==> config.mk <==
export PLATFORM = sky130hd
export DESIGN_NAME = wr_fram_axi_wr
export DESIGN_NICKNAME = d
export VERILOG_FILES = /design/src/rtl/wr_fram_axi_wr.sv
export SDC_FILE = /design/constraint.sdc
export NUM_CORES = 1
export LEC_CHECK = 0
export BUFFER_PORTS_ARGS = -buffer_cell sky130_fd_sc_hd__buf_2
export CAP_MARGIN = 20
export CORE_AREA = 4 4 230 232
export DETAILED_ROUTE_END_ITERATION = 6
export DIE_AREA = 0 0 234 236
export PLACE_DENSITY_LB_ADDON = 0.08
export SLEW_MARGIN = 20
export SYNTH_ARGS = -nofsm -noshare
export SYNTH_HDL_FRONTEND = slang
export SYNTH_SLANG_ARGS = --single-unit
==> constraint.sdc <==
create_clock -name clk -period 18.3 [get_ports clk]
set_input_delay 2.745 -clock clk [delete_from_list [all_inputs] [get_ports clk]]
set_output_delay 2.745 -clock clk [all_outputs]
set_load 0.01 [all_outputs]
==> src/rtl/wr_fram_axi_wr.sv <==
// Drains completed lines from the ping-pong write frame buffer into DDR as AXI4 INCR write bursts.
// Optional feature macro WR_FRAM_PINGPONG_EN: frames alternate between FRAME_BASE and FRAME_BASE1.
module wr_fram_axi_wr #(
  parameter int                ADDR_W      = 28,
  parameter logic [ADDR_W-1:0] FRAME_BASE  = 28'h000_0000,
`ifdef WR_FRAM_PINGPONG_EN
  parameter logic [ADDR_W-1:0] FRAME_BASE1 = 28'h080_0000,
`endif
  parameter int                LINE_WORDS  = 80,
  parameter int                BURST_LEN   = 16,
  parameter int                BUF_AW      = 8
) (
  input  logic              clk,
  input  logic              rst_n,
  input  logic              line_done,
  input  logic              frame_start,
  output logic [BUF_AW-1:0] buf_rd_addr,
  input  logic [255:0]      buf_rd_data,
  output logic [ADDR_W-1:0] axi_awaddr,
  output logic [7:0]        axi_awlen,
  output logic              axi_awvalid,
  input  logic              axi_awready,
  output logic [255:0]      axi_wdata,
  output logic [31:0]       axi_wstrb,
  output logic              axi_wvalid,
  output logic              axi_wlast,
  input  logic              axi_wready,
  input  logic              axi_bvalid,
  output logic              axi_bready,
  output logic [1:0]        line_pending,
  output logic              ovf,
`ifdef WR_FRAM_PINGPONG_EN
  output logic              frame_idx,
`endif
  output logic              busy
);

  typedef enum logic [1:0] {S_IDLE, S_AW, S_WDATA, S_BRESP} state_t;

  localparam logic [7:0]        LINE_BEATS = 8'(LINE_WORDS);
  localparam logic [7:0]        BURST_MAX  = 8'(BURST_LEN);
  localparam logic [ADDR_W-1:0] LINE_BYTES = ADDR_W'(LINE_WORDS * 32);

  function automatic logic [7:0] burst_of(input logic [7:0] left);
    return (left > BURST_MAX) ? BURST_MAX : left;
  endfunction

  state_t            state;
  logic [ADDR_W-1:0] line_addr;
  logic [ADDR_W-1:0] restart_addr;
  logic [ADDR_W-1:0] next_addr;
  logic [7:0]        beats_left;
  logic [7:0]        burst_beats;
  logic [7:0]        rd_left;
  logic [7:0]        w_left;
  logic [7:0]        next_left;
  logic [1:0]        pending;
  logic              rd_half;
  logic              frame_pend;
  logic [BUF_AW-1:0] rd_ptr;
  logic              rd_inflight;
  logic              rd_issue;
  logic              w_fire;
  logic              line_end;
  logic [255:0]      fifo_mem [2];
  logic              fifo_wp;
  logic              fifo_rp;
  logic [1:0]        fifo_cnt;
  logic [1:0]        fifo_fill;

  assign w_fire    = axi_wvalid & axi_wready;
  assign fifo_fill = fifo_cnt + {1'b0, rd_inflight};
  // A beat leaving the skid FIFO this cycle frees a slot, so a read may issue against it (1 beat/clk).
  assign rd_issue  = (state == S_AW || state == S_WDATA) && (rd_left != 8'd0) &&
                     ((fifo_fill != 2'd2) || w_fire);
  assign next_left = beats_left - burst_beats;
  assign next_addr = axi_awaddr + ADDR_W'({burst_beats, 5'd0});
  assign line_end  = (state == S_BRESP) && axi_bvalid && (next_left == 8'd0);

`ifdef WR_FRAM_PINGPONG_EN
  assign restart_addr = frame_idx ? FRAME_BASE : FRAME_BASE1;
`else
  assign restart_addr = FRAME_BASE;
`endif

  assign buf_rd_addr  = rd_ptr;
  assign axi_wvalid   = (state == S_WDATA) && (fifo_cnt != 2'd0);
  assign axi_wlast    = axi_wvalid && (w_left == 8'd1);
  assign axi_wdata    = axi_wvalid ? fifo_mem[fifo_rp] : '0;
  assign axi_wstrb    = '1;
  assign line_pending = pending;
  assign busy         = (state != S_IDLE);

  // NOTE: the skid storage carries no reset; occupancy is tracked by reset counters and wdata is gated.
  always_ff @(posedge clk) begin
    if (rd_inflight) fifo_mem[fifo_wp] <= buf_rd_data;
  end

  // NOTE: all sequential state uses non-blocking assignments so every register sees pre-edge values.
  always_ff @(posedge clk) begin
    if (!rst_n) begin
      state       <= S_IDLE;
      line_addr   <= FRAME_BASE;
      beats_left  <= '0;
      burst_beats <= '0;
      rd_left     <= '0;
      w_left      <= '0;
      pending     <= '0;
      ovf         <= 1'b0;
      rd_half     <= 1'b0;
      frame_pend  <= 1'b0;
      rd_ptr      <= '0;
      rd_inflight <= 1'b0;
      fifo_wp     <= 1'b0;
      fifo_rp     <= 1'b0;
      fifo_cnt    <= '0;
      axi_awaddr  <= '0;
      axi_awlen   <= '0;
      axi_awvalid <= 1'b0;
      axi_bready  <= 1'b0;
`ifdef WR_FRAM_PINGPONG_EN
      frame_idx   <= 1'b0;
`endif
    end else begin
      if (line_done && !line_end) begin
        if (pending == 2'd2) ovf <= 1'b1;
        else                 pending <= pending + 2'd1;
      end else if (!line_done && line_end) begin
        pending <= pending - 2'd1;
      end

      rd_inflight <= rd_issue;
      if (rd_issue) begin
        rd_ptr  <= rd_ptr + 1'b1;
        rd_left <= rd_left - 8'd1;
      end
      if (rd_inflight) fifo_wp <= ~fifo_wp;
      if (w_fire)      fifo_rp <= ~fifo_rp;
      fifo_cnt <= fifo_cnt + {1'b0, rd_inflight} - {1'b0, w_fire};

      if (frame_start) begin
        if (state == S_IDLE && pending == 2'd0) begin
          line_addr <= restart_addr;
`ifdef WR_FRAM_PINGPONG_EN
          frame_idx <= ~frame_idx;
`endif
        end else begin
          frame_pend <= 1'b1;
        end
      end

      case (state)
        S_IDLE: begin
          if (pending != 2'd0) begin
            beats_left  <= LINE_BEATS;
            burst_beats <= burst_of(LINE_BEATS);
            rd_left     <= burst_of(LINE_BEATS);
            w_left      <= burst_of(LINE_BEATS);
            axi_awaddr  <= line_addr;
            axi_awlen   <= burst_of(LINE_BEATS) - 8'd1;
            axi_awvalid <= 1'b1;
            rd_ptr      <= {rd_half, {(BUF_AW-1){1'b0}}};
            state       <= S_AW;
          end
        end
        S_AW: begin
          if (axi_awready) begin
            axi_awvalid <= 1'b0;
            state       <= S_WDATA;
          end
        end
        S_WDATA: begin
          if (w_fire) begin
            w_left <= w_left - 8'd1;
            if (w_left == 8'd1) begin
              axi_bready <= 1'b1;
              state      <= S_BRESP;
            end
          end
        end
        S_BRESP: begin
          if (axi_bvalid) begin
            axi_bready <= 1'b0;
            beats_left <= next_left;
            if (next_left != 8'd0) begin
              burst_beats <= burst_of(next_left);
              rd_left     <= burst_of(next_left);
              w_left      <= burst_of(next_left);
              axi_awaddr  <= next_addr;
              axi_awlen   <= burst_of(next_left) - 8'd1;
              axi_awvalid <= 1'b1;
              state       <= S_AW;
            end else begin
              rd_half <= ~rd_half;
              state   <= S_IDLE;
              // A frame_start seen during the line takes effect only once the line has landed.
              if (frame_pend || frame_start) begin
                line_addr  <= restart_addr;
                frame_pend <= 1'b0;
`ifdef WR_FRAM_PINGPONG_EN
                frame_idx  <= ~frame_idx;
`endif
              end else begin
                line_addr <= line_addr + LINE_BYTES;
              end
            end
          end
        end
        default: state <= S_IDLE;
      endcase
    end
  end

endmodule

# --- Word-level counts from Yosys, hierarchy flattened ---
# Memory sizes are Yosys's and may differ from the RTL's. A register that Yosys moved wholly into a read port is not among the register bits.
# Index checks and enable logic that the tools add are counted.
word_totals:
  register_bits: 118
  ramBits: 512
  inputBits: 263
  word_cells: 148
  mem_count: 1
classes:
  n_addsub: 11
  n_lt_le_gt_ge: 1
  n_eq_ne: 13
  mux: 62
  n_bitwise: 5
  reduce_logical: 36
mem_list:
  columns: ["name", "words", "width", "rd", "rd_ports_with_merged_regs", "wr", "line", "rtl"]
  rows:
  - ["fifo_mem", 2, 256, 1, 1, 1, "65", "logic [255:0] fifo_mem [2];"]
ops:
  columns: ["op", "count"]
  rows:
  - ["256-bit two-way mux", 1]
  - ["28-bit two-way mux", 9]
  - ["8-bit two-way mux", 17]
  - ["8-bit case mux with 2 select lines", 4]
  - ["28-bit case mux with 2 select lines", 1]
  - ["28-bit by 12-bit adder with 28-bit output (second input constant)", 1]
  - ["28-bit by 13-bit adder with 28-bit output", 1]
  - ["8-bit case mux with 3 select lines", 1]
  - ["8-bit by 1-bit subtractor with 8-bit output (second input constant)", 3]
  - ["1-bit two-way mux", 18]
  - ["2-bit two-way mux", 8]
  - ["8-bit nonzero test", 2]
  - ["5-bit AND reduction", 3]
  - ["2-bit nonzero test", 6]
  - ["2-bit inequality test (second input constant)", 5]
  - ["1-bit logical AND", 9]
  - ["8-bit by 1-bit adder with 8-bit output (second input constant)", 1]
  - ["8-bit by 1-bit == test with 1-bit output (second input constant)", 1]
  - ["8-bit by 5-bit > comparator with 1-bit output (second input constant)", 1]
  - ["8-bit logical NOT", 1]
  - ["2-bit case mux with 4 select lines", 1]
  - ["4-bit AND reduction", 2]
  - ["8-bit subtractor", 1]
  - ["2-bit == test (second input constant)", 3]
  - ["other kinds (16)", 28]

# --- Logic depth before layout (Yosys ltp) ---
depth:
  word_depth: 9
  ltp_mapped: 16

# --- Worst setup path before layout ---
# Ideal clock, no wire load.
synth_timing:
  kind: "reg-to-reg"
  startpoint: "register fifo_wp"
  endpoint: "memory fifo_mem[0][0], enable pin"
  setup_ps: 908
  arrival_time_ps: 11608
  required_ps: 17392
  path_slack_ps: 5784
  path_stages_with_launch: 2
  n_path_buf: 0
  synth_period_minus_slack_ps: 12516
  path_cell_list: "dfxtp_1 > nor2b_1"
synth_rtl:
  columns: ["item", "line", "rtl"]
  rows:
  - ["from (decl)", "66", "logic fifo_wp;"]
  - ["from (signal assigned)", "137", "if (rd_inflight) fifo_wp <= ~fifo_wp;"]
  - ["to (decl)", "65", null]
# Straight into the memory's write port.

==> results.py <==
metrics = {
    "place": {
        "gp_congestion": 0.881,
        "port_buffers": 570,
        "place.detailed.hpwl_um": 48800,
        "place_inst": 3100,
    },
    "critical_path": {
        "cp_num_cells": 5,
        "r2r_cells": 4,
        "path_max_fanout": 96,
        "crit_path_cell_trace": "buf_12 > buf_16 > mux2i_1 > nor2_1 > buf_2",
        "crit_family": "buffers and inverters",
        "critPathLaunchType": "flip-flop",
        "max_stage_delay_ps": 1000,
        "slowest_stage": "dfxtp_4",
        "r2r_slack_ps": 14040,
        "critPathBufInv": 3,
        "r2r-end": "fifo_mem[1][166]",
        "criticalPathCategory": "flip-flop to output port",
        "critPathRequiredTime_ps": 15550,
        "setup.worst_path.end_class": "output port",
        "cp_data_arrival_time_ps": 3350,
        "reg2reg_from": "fifo_wp",
    },
    "timing": {
        "skew_ps": 17.4,
        "rsz0062_at_grt": "false",
        "timing.fmax_ghz": 0.164,
        "finalCritPeriodShare": 0.333,
        "hold_viol_final": 0,
        "setup_viol": 0,
        "worstMarginPinSlew_ps": 1110,
        "slew_headroom": 0.257,
        "post-route-min-period_ps": 6090,
        "final_max_slew_viol_count": 0,
        "fin_setup_tns_ps": 0,
    },
    "drt": {
        "num_vias": 17522,
        "ant_nets": 0,
        "wl_per_cell_um": 21.7,
        "drt-pass1-iter-count": 5,
        "vias_per_cell": 5.40,
        "drt-total-wl_um": 70400,
        "drt_iter0_markers": 1287,
        "drc": 0,
    },
    "synthesis": {
        "ys.flop_type": "edfxtp_1",
        "ys_warn_count": 0,
        "post_synth.cell_area_avg_um2": 13.5,
        "synth.area.mux_share": 0.105,
        "synthAdderAreaFrac": 0.0159,
        "synth_enable_flop_cells": 512,
        "synth_top_family_by_area": "multiplexers",
        "netlist_area_um2": 26200,
        "synth.distinct_cells": 78,
        "synthSimpleGateAreaFrac": 0.0963,
        "syn_inst": 1939,
        "synth_seq_cells": 631,
        "async_reset_ff_frac": 0,
        "synth_compound_area_frac": 0.0607,
        "seq_area_frac_synth": 0.678,
        "synth-xor-area-share": 0.0129,
    },
    "power": {
        "power_density_nw_per_um2": 128,
        "switchingPower_uw": 1200,
        "power_frac_seq": 0.467,
        "p_total_uw": 4040,
        "combPwrFrac": 0.213,
        "vdd_drop_max_mv": 0.0935,
        "power_leakage_uw": 0.0118,
        "p_clk_frac": 0.320,
        "p_int_uw": 2840,
        "switching_share": 0.297,
    },
    "die": {
        "die_x_um": 234,
        "die-area_um2": 55200,
        "core_area_um2": 51000,
        "io_pins": 603,
        "std_cell_rows": 83,
        "die_y_um": 236,
        "start_util": 0.514,
    },
    "clock_tree": {
        "cts.path.max_buffers": 3,
        "cts_resized": 0,
        "cts.sinks": 631,
        "h-tree-depth": 3,
        "worstSkewPairLatency_ps": 590,
        "root_buffer": "clkbuf_16",
        "cts_made_buffers": 68,
        "hold_buffers": 0,
        "clk_pin_slew_ps": 60,
        "cts_setup_buffers": 0,
        "cts_tree": "done",
    },
    "final_layout": {
        "final_nets": 2787,
        "stdcell_count": 3242,
        "final_layout_size_suffix_gt1_frac": 0.278,
        "area_delta_synth_final_pct": 21.0,
    },
    "global_routing": {
        "antenna_found_initial": 28,
        "grt_pass1_vias": 17591,
        "grt_max_degree": 163,
        "grt-ovfl-total": 0,
        "grt_usage": 0.247,
        "grt_pass1_wl_um": 105000,
    },
    "min_path": {
        "hold-path-endpoint": "axi_awaddr[1]",
        "min_path_type": "flip-flop to flip-flop",
        "min_from": "line_addr[1]",
        "hold_path_depth": 2,
    },
    "job": {
        "drv_cap": 0,
    },
    "outcome": {
        "outcome": "finished, final reports clean",
    },
}
-- layout by cell type (no fill, tap or decap), types with 5 or more instances in the layout --
cell         n
a211oi_1    13
a21o_1       7
a21oi_1     61
a22oi_1      6
a31oi_1     23
and2_1      18
and3_1      14
buf_2      570
buf_4       14
clkbuf_1    23
clkbuf_16   71
clkinv_1    11
clkinv_2    10
conb_1      32
dfxtp_1    118
diode_2     17
edfxtp_1   512
ha_1        29
inv_1       33
mux2i_1    276
nand2_1     83
nand2b_1     6
nand3_1     20
nand3b_1     5
nand4_1     10
nor2_1     332
nor2b_1     12
nor3_1      18
nor4_1      15
o211ai_1     8
o21a_1      10
o21ai_0     23
o21ai_1     16
o221a_1      5
o22ai_1      6
or3_1        5
xnor2_1     19
xor2_1      16
-- layout make-up --
type / count / area, µm²
fillers: 4073 / 19300
clock inverters: 27 / 205
inverters: 35 / 131
clock buffers: 96 / 1890
multi-input cells: 1167 / 7770
flip-flops and latches: 631 / 17800
well taps: 680 / 851
diodes: 17 / 42.5
repair buffers: 589 / 3060
-- layer usage --
layer,track usage,vias to the layer above,routed length [µm]
met5,0,-,134
met2,0.415,627,35000
li1,-,8213,-
met4,0.0825,18,2190
met1,0.299,8516,27100
met3,0.0851,148,5920
-- kinds of logic (layout without fill, tap and decap cells) --
kind of cell | after synthesis | count (layout)
AO/OA/AOI/OAI | 230 | 230
XOR/XNOR | 37 | 37
adder cells (fa/ha/maj) | 32 | 32
buffers and inverters | 172 | 747
flip-flops | 631 | 631
multiplexers | 276 | 276
other | 1 | 49
AND/OR/NAND/NOR | 560 | 560
-- cell usage after synthesis, types with 13 or more instances --
library cell,instances,area (µm²)
a211oi_1,13,97.6
a21oi_1,61,305
a31oi_1,23,144
and2_1,19,119
and3_1,14,87.6
buf_1,28,105
buf_4,35,263
clkbuf_1,59,221
dfxtp_1,119,2380
edfxtp_1,512,15400
ha_1,30,375
inv_1,33,124
mux2i_1,276,2760
nand2_1,83,312
nand3_1,20,100
nor2_1,332,1250
nor2b_1,13,81.3
nor3_1,18,90.1
nor4_1,15,93.8
o21ai_0,23,115
o21ai_1,16,80.1
xnor2_1,19,166
xor2_1,16,140
-- worst reg2reg max path: stages, from the launching register on --
cell and delay [ps]:
dfxtp_1 400, and2_4 750, buf_4 860, buf_4 850
buf_4 930
-- worst max path at each step --
stage,from,end
after global placement,rst_n,line_addr[20]
after CTS,state[0],axi_wdata[62]
after floorplan,fifo_wp,fifo_mem[0][0]
after detailed placement,rst_n,line_addr[24]
after global routing,state[0],axi_wdata[235]
final,flip-flop,axi_wdata[212]
-- through the flow --
| step | setup WS, ps | hold slack (ps) | util | cell area [µm²] |
|---|---|---|---|---|
| finish | 12210 | 452 | 0.622 | 31700 |
| global route | 12010 | 469 | 0.622 | 31700 |
| CTS | 11990 | 453 | 0.620 | 31600 |
| detailed placement | 12280 | 443 | 0.579 | 29500 |
| global placement | 12380 | 444 | 0.579 | 29500 |
| floorplan | 5780 | 427 | - | 26300 |
-- sequential cells by signal, summed over array words and instances, names as in the netlist, 2 cells and up, named ones only --
| signal | flops |
|---|---|
| w_left | 8 |
| fifo_cnt | 2 |
| axi_awaddr | 28 |
| fifo_mem | 512 |
| line_pending | 2 |
| rd_left | 8 |
| burst_beats | 8 |
| buf_rd_addr | 8 |
| line_addr | 28 |
| state | 2 |
| beats_left | 8 |
| axi_awlen | 8 |
-- power by group through the flow --
stage               sequential, µW  clock (µW)  combinational [µW]
global placement              1910           0                 846
floorplan                     1990           0                 600
global route                  1910        1380                 944
detailed placement            1920           0                 858
finish                        1890        1300                 861
CTS                           1890        1330                 862
(Power assumes the default switching activity.)
